===== config.mk =====
export PLATFORM = sky130hd
export DESIGN_NAME = uart_rx
export DESIGN_NICKNAME = d
export VERILOG_FILES = /design/src/rtl/uart_rx.sv
export SDC_FILE = /design/constraint.sdc
export NUM_CORES = 1
export LEC_CHECK = 0
export ABC_AREA = 1
export BUFFER_PORTS_ARGS = -buffer_cell sky130_fd_sc_hd__buf_2
export CAP_MARGIN = 20
export CORE_ASPECT_RATIO = 1.5
export CORE_UTILIZATION = 50
export DETAILED_ROUTE_END_ITERATION = 16
export GPL_ROUTABILITY_DRIVEN = 0
export PLACE_DENSITY_LB_ADDON = 0.08
export SYNTH_ARGS = -nofsm -noshare
export SYNTH_HDL_FRONTEND = slang
export SYNTH_SLANG_ARGS = --single-unit

===== constraint.sdc =====
create_clock -name clk -period 1.5 [get_ports clk]
set_clock_uncertainty 0.15 [all_clocks]
set_input_delay 0.075 -clock clk [delete_from_list [all_inputs] [get_ports clk]]
set_output_delay 0.075 -clock clk [all_outputs]
set_load 0.01 [all_outputs]

===== src/rtl/uart_rx.sv =====
// UART receiver: start, 8 data bits LSB first, even parity, stop; mid-bit sampling.
// Define UART_RX_MAJORITY_EN to take each bit as a 2-of-3 vote around mid-bit, one cycle later.
module uart_rx #(
  parameter int CLKS_PER_BIT = 16
) (
  input  logic       clk,
  input  logic       rst,
  input  logic       en,
  input  logic       rx,
  output logic [7:0] data_out,
  output logic       valid,
  output logic       parity_err,
  output logic       frame_err
);
  localparam int HALF_BIT = CLKS_PER_BIT / 2;
  localparam int CNT_W    = $clog2(CLKS_PER_BIT);
  localparam logic [CNT_W-1:0] BIT_END = CNT_W'(CLKS_PER_BIT - 1);
`ifdef UART_RX_MAJORITY_EN
  // Start decision moves one cycle later; every later decision inherits that shift.
  localparam logic [CNT_W-1:0] START_END = CNT_W'(HALF_BIT);
`else
  localparam logic [CNT_W-1:0] START_END = CNT_W'(HALF_BIT - 1);
`endif

  localparam logic [2:0] S_IDLE      = 3'd0;
  localparam logic [2:0] S_START     = 3'd1;
  localparam logic [2:0] S_DATA      = 3'd2;
  localparam logic [2:0] S_PARITY    = 3'd3;
  localparam logic [2:0] S_STOP      = 3'd4;
  localparam logic [2:0] S_WAIT_HIGH = 3'd5;

  logic [2:0]       state_q, state_d;
  logic [CNT_W-1:0] cnt_q, cnt_d;
  logic [2:0]       idx_q, idx_d;
  logic [7:0]       shift_q, shift_d;
  logic             perr_q, perr_d;
  logic [7:0]       data_q, data_d;
  logic             valid_q, valid_d;
  logic             perr_out_q, perr_out_d;
  logic             ferr_q, ferr_d;
  logic             sample;

`ifdef UART_RX_MAJORITY_EN
  // Two previous line values; with the current one they form the vote window.
  logic [1:0] hist_q, hist_d;
  always_comb begin
    hist_d = {hist_q[0], rx};
    sample = (hist_q[1] & hist_q[0]) | (hist_q[1] & rx) | (hist_q[0] & rx);
  end
  always_ff @(posedge clk) begin
    if (rst) hist_q <= 2'b11;
    else     hist_q <= hist_d;
  end
`else
  always_comb sample = rx;
`endif

  always_comb begin
    state_d    = state_q;
    cnt_d      = cnt_q + 1'b1;
    idx_d      = idx_q;
    shift_d    = shift_q;
    perr_d     = perr_q;
    data_d     = data_q;
    valid_d    = 1'b0;
    perr_out_d = 1'b0;
    ferr_d     = 1'b0;
    if (!en) begin
      state_d = S_IDLE;
      cnt_d   = '0;
    end else begin
      case (state_q)
        S_IDLE: begin
          cnt_d = '0;
          if (!rx) state_d = S_START;
        end
        S_START: begin
          if (cnt_q == START_END) begin
            cnt_d = '0;
            if (!sample) begin
              state_d = S_DATA;
              idx_d   = 3'd0;
            end else begin
              state_d = S_IDLE;
            end
          end
        end
        S_DATA: begin
          if (cnt_q == BIT_END) begin
            cnt_d          = '0;
            shift_d[idx_q] = sample;
            idx_d          = idx_q + 3'd1;
            if (idx_q == 3'd7) state_d = S_PARITY;
          end
        end
        S_PARITY: begin
          if (cnt_q == BIT_END) begin
            cnt_d   = '0;
            perr_d  = sample ^ (^shift_q);
            state_d = S_STOP;
          end
        end
        S_STOP: begin
          if (cnt_q == BIT_END) begin
            cnt_d      = '0;
            data_d     = shift_q;
            valid_d    = 1'b1;
            perr_out_d = perr_q;
            ferr_d     = ~sample;
            state_d    = sample ? S_IDLE : S_WAIT_HIGH;
          end
        end
        S_WAIT_HIGH: begin
          // Line held low after a bad stop: wait for it to recover before re-arming.
          cnt_d = '0;
          if (rx) state_d = S_IDLE;
        end
        default: begin
          state_d = S_IDLE;
          cnt_d   = '0;
        end
      endcase
    end
  end

  always_ff @(posedge clk) begin
    if (rst) begin
      state_q    <= S_IDLE;
      cnt_q      <= '0;
      idx_q      <= '0;
      shift_q    <= '0;
      perr_q     <= 1'b0;
      data_q     <= '0;
      valid_q    <= 1'b0;
      perr_out_q <= 1'b0;
      ferr_q     <= 1'b0;
    end else begin
      state_q    <= state_d;
      cnt_q      <= cnt_d;
      idx_q      <= idx_d;
      shift_q    <= shift_d;
      perr_q     <= perr_d;
      data_q     <= data_d;
      valid_q    <= valid_d;
      perr_out_q <= perr_out_d;
      ferr_q     <= ferr_d;
    end
  end

  assign data_out   = data_q;
  assign valid      = valid_q;
  assign parity_err = perr_out_q;
  assign frame_err  = ferr_q;
endmodule


---- Word-level counts from Yosys, hierarchy flattened ----
Cells that the tools add are included.
storage, ports and cells
  logic and storage cells ................. 68
  output and inout port bits .............. 11
  register bits ........................... 30
  bits of input ports ..................... 4
cells by class
  reduce and logical (&&, ||, !) cells .... 13
  bitwise gates (word level) .............. 5
  equality and inequality tests ........... 16
  add/sub/neg operators ................... 2
  magnitude comparators ................... 2
  muxes and demuxes ....................... 21
operators with widths
  operator             count
  $mux 3               11
  $pmux 3 s6           1
  $ne 2x2->1 const B   8
  $eq 3x3->1 const B   3
  $reduce_and 3->1     3
  $bwmux 8             1
  $mux 4               2
  $pmux 4 s2           1
  $reduce_xor 8->1     1
  $reduce_and 7->1     1
  $eq 3x2->1 const B   2
  $pmux 3 s2           1
  $reduce_or 3->1      2
  $reduce_and 5->1     1
  $add 4x1->4 const B  1
  $eq 4x3->1 const B   1
  $eq 4x4->1 const B   1
  $lt 3x4->1 const B   1
  $not 1->1            4
  $reduce_or 4->1      1
  $add 3x1->3 const B  1
  $demux 1 s3          1
  $eq 3x1->1 const B   1
  $ge 3x1->1 const B   1
  7 further kinds      8

---- Logic depth before layout (Yosys ltp) ----
  depth in word-level cells ............... 5
  mapped depth ............................ 10
  mapped depth without buffers ............ 10

---- Worst setup path before layout ----
OpenSTA, ideal clock, no wires.
  path kind ............................... reg2reg
  start ................................... register cnt_q[0]
  end ..................................... register shift_q[1]
  arrival ................................. 1.178 ns
  buffers on the path ..................... 0
  library setup time ...................... 0.119 ns
  path slack .............................. 0.053 ns
  cell stages (with the launch flop) ...... 9
  required time ........................... 1.231 ns
  cells stage by stage .................... dfxtp_1 -> ha_1 -> nand2_1 -> nor2_4 -> nand2_4 -> nor2_2 -> nand3_1 -> o21ai_1 -> a21oi_1
between the ends
  longest elaborated chain between the ends .. 2
ends and longest elaborated chain
  element                     line  text
  start, declared             33    logic [CNT_W-1:0] cnt_q, cnt_d;
  start signal, assigned      139   cnt_q <= cnt_d;
  $eq 4x4->1                  89    if (cnt_q == BIT_END) begin
  $reduce_and 3->1 (no line)  --
  end signal, assigned        141   shift_q <= shift_d;
  end, declared               35    logic [7:0] shift_q, shift_d;
No other way between the ends.
A chain may end at the register's enable or synchronous reset.

---- Final worst setup path ----
  start ................................... register cnt_q[0]
  end ..................................... register state_q[2]
between the ends
  longest elaborated chain between the ends .. 3
  elaborated cells on any way between the ends .. 7
  classes of those cells .................. eq/ne: 6; reduce/logical: 1
ends and longest elaborated chain
  element                                          line  text
  $eq 4x4->1 / $eq 4x3->1 (equally long branches)  --
  $ne 2x2->1 (no line)                             --
  $reduce_and 7->1 (no line) (*)                   --
  end signal, assigned                             138   state_q <= state_d;
  end, declared                                    32    logic [2:0] state_q, state_d;
Every way passes the cells marked *; elsewhere a longest branch is shown, timed or not.

==> results.md <==
* Status: finished, violations left
* Failing checks: negative setup slack
* Htree depth at 2
* Slowest CP cell: dfxtp_2
* # DRC at 0
* Combinational Power Share at 22.6%
* Clk pwr share at 34.1%
* GRT Overall Usage at 25.3%
* Fin util at 69.6%
* Grt total ovfl at 0
* # fillers at 242
* CP delay by family, top: simple AND/OR/NAND/NOR gates
* Die area at 0.00328 mm2
* Final WS setup at -0.0654 ns
* Clock Path Buffers at 2
* Syn Nets at 221
* Root Buffer: clkbuf_8
* RSZ-0062 raised after global routing: yes
* Port Buffers at 14
* Boundary Pins at 15
* Global-route wire length before repair at 5960 um
* Sequential Power Share at 43.3%
* Post-synthesis area per instance at 7.12 um2
* Initial antenna violation count at 0
* Average wire per standard cell at 12.8 um
* Tmin final at 1.57 ns
* Leakage at 0.902 nW
* CTS sink cnt at 30
* Via count at 1486
* Total power at 0.00197 W
* Max incr delay on CP at 0.35 ns
* Unique cell type count in the Yosys netlist at 28
* Synth Instances at 214
* Hpwl dp at 2680 um
* DRT iter0 DRCs at 46
* Num rows at 24
* CTS tree: built
* Worst hold path class: input port to register
* Synth warnings at 0
* Slew @ Worst Pin at 0.359 ns
* Setup WS pre-CTS at -0.131 ns
* Antenna diodes at 0
* Cts bufs inserted at 5
* Sequential area share after synthesis at 39.4%
* Layout cells sized above 1 at 34.5%
* CP required at 1.53 ns
* Fmax achieved at 639 MHz
* Die height at 69.6 um
* Final setup viols at 13
* Worst-path clk slew at 0.06 ns
* Routed WL at 3710 um
* Final nets at 258
* Net Switching at 0.000610 W
* Initial Util at 52.3%
* Worst path most repeated cell: nor2_1
* Setup TNS at -0.360 ns
* Crit path arrival time at 1.59 ns
* Cell area after synthesis at 0.00152 mm2
* Hold Vio Cnt, Final at 0
* Vias per inst at 5.11
* Final Cell Area at 0.00203 mm2
* Die X at 47.1 um
* Synth-to-Final Area Change at 33.1%
* Yosys reg bits at 30
* Final Cycle Share at 104%
* Slew margin rel. at 76.0%
* Vias in the first global route at 1479
* Maximum capacitance violations at 0
* Worst path bufs/invs at 2
* DRT Pass-1 Iters at 4
* Sw frac at 31.0%
* Largest net degree at the start of global routing at 18
* Type of origin of the critical path: register
* Critical path peak fanout at 5
* Slew Limit Fails at 0
* Worst-Skew Late Latency at 0.28 ns
* CORE AREA at 0.00291 mm2
* Crit-path cells: ha_4, nand2_4, nor2_4, buf_4, inv_1, a21oi_4, nand2_2, nor2_1, nor2_1
* Internal power at 0.00136 W
* Crit path kind: register to register
* PD cells at 971 mW/mm2
* Crit. End Element: register
* Cell Area, Placed at 0.00171 mm2
* Maximum resistive drop on vdd at 0.767 mV
* Final ANT Viol Nets at 0
-- metal layers --
metal,track usage [%],up-vias,part of all wire [%]
li1,-,766,-
met2,46.3,30,58
met3,7.29,5,3.0
met1,22.8,685,38
met4,12.7,0,1.2
met5,0,-,0
-- synthesized netlist by cell type --
cell | n | area [um2]
buf_6 | 1 | 11.3
inv_2 | 4 | 15.0
xnor2_1 | 1 | 8.76
nand3_2 | 3 | 30.0
nand3b_1 | 2 | 15.0
nor2_2 | 6 | 37.5
nor3b_1 | 1 | 7.51
clkbuf_1 | 2 | 7.51
nand2_1 | 38 | 143
inv_1 | 23 | 86.3
nor2_4 | 2 | 22.5
nor3_1 | 1 | 5.00
dfxtp_1 | 30 | 601
a21oi_1 | 21 | 105
o21ai_0 | 9 | 45.0
nand4_1 | 2 | 12.5
nand2_4 | 2 | 22.5
nand2_2 | 3 | 18.8
nor2_1 | 27 | 101
or2_1 | 1 | 6.26
and3_1 | 1 | 6.26
nand3_1 | 15 | 75.1
xor2_1 | 2 | 17.5
a21oi_4 | 1 | 16.3
o21ai_1 | 11 | 55.1
buf_2 | 1 | 5.00
nor3_2 | 1 | 10.0
ha_1 | 3 | 37.5
-- cells by family after synthesis --
logic type / after synthesis / synth area share [%]
AO/OA/AOI/OAI: 42 / 14.5
XOR/XNOR: 3 / 1.72
adder cells (fa/ha/maj): 3 / 2.46
buffers and inverters: 31 / 8.21
flip-flops: 30 / 39.4
AND/OR/NAND/NOR: 105 / 33.7
-- cell usage in the layout (no fill, tap or decap), drive strengths merged --
cell,count
clkbuf,7
dfxtp,30
nand2,43
ha,3
nand3,18
nor3,2
or2,1
inv,26
clkinv,1
nand3b,2
and3,1
nor2,35
nor3b,1
clkinvlp,1
dlygate4sd3,2
nand4,2
xnor2,1
a21oi,22
buf,32
o21ai,20
xor2,2
-- per-stage QoR --
step,hold WS (ns),instances
finish,0.0152,291
global route,0.0391,291
CTS,0.0241,287
detailed placement,0.224,273
global placement,0.221,273
floorplan,0.125,214
-- worst min-delay path, stage by stage --
cell and delay, ns:
buf_2 0.13, inv_1 0.07, nor2_2 0.05, nand2_1 0.06, nor2_1 0.03
-- layout make-up --
class | count | area (um2) | area share [%]
Clock inverter | 1 | 5.00 | 0.247
Multi-Input combinational cell | 153 | 920 | 45.3
Clock buffer | 7 | 86.3 | 4.26
Tap cell | 39 | 48.8 | 2.41
Timing Repair Buffer | 34 | 258 | 12.7
Inverter | 27 | 105 | 5.18
Sequential cell | 30 | 606 | 29.9
-- flip-flops by register name, summed over array words and instances, names as in the netlist --
name	count
idx_q	3
data_out	8
state_q	3
cnt_q	4
parity_err	1
shift_q	8
perr_q	1
valid	1
frame_err	1
-- path summary, 6_finish.rpt --
kind	depth (start not counted)	startpoint	to	slack, ns
min	5	en	state_q[1]	0.02
min reg2reg	2	shift_q[4]	data_out[4]	0.36
max reg2reg	9	cnt_q[0]	state_q[2]	-0.07
max	9	cnt_q[0]	state_q[2]	-0.07
-- power groups by stage --
stage | Combinational, W | Sequential [W] | Clock [W]
floorplan | 0.000290 | 0.000858 | 0
global placement | 0.000373 | 0.000860 | 0
detailed placement | 0.000385 | 0.000861 | 0
CTS | 0.000403 | 0.000846 | 0.000679
global route | 0.000494 | 0.000855 | 0.000726
finish | 0.000446 | 0.000853 | 0.000671
-- repair_timing --
| action | CTS | global route |
|---|---|---|
| endpoints found under the setup margin | 26 | 29 |
| pin swaps | 7 | 12 |
| cloned | 1 | 0 |
| hold buffers | 2 | 0 |
| setup buffers | 3 | 5 |
| endpoints found under the hold margin | 5 | 0 |
| resized for setup | 23 | 20 |
No activity file was read; power rests on OpenSTA's default activity.
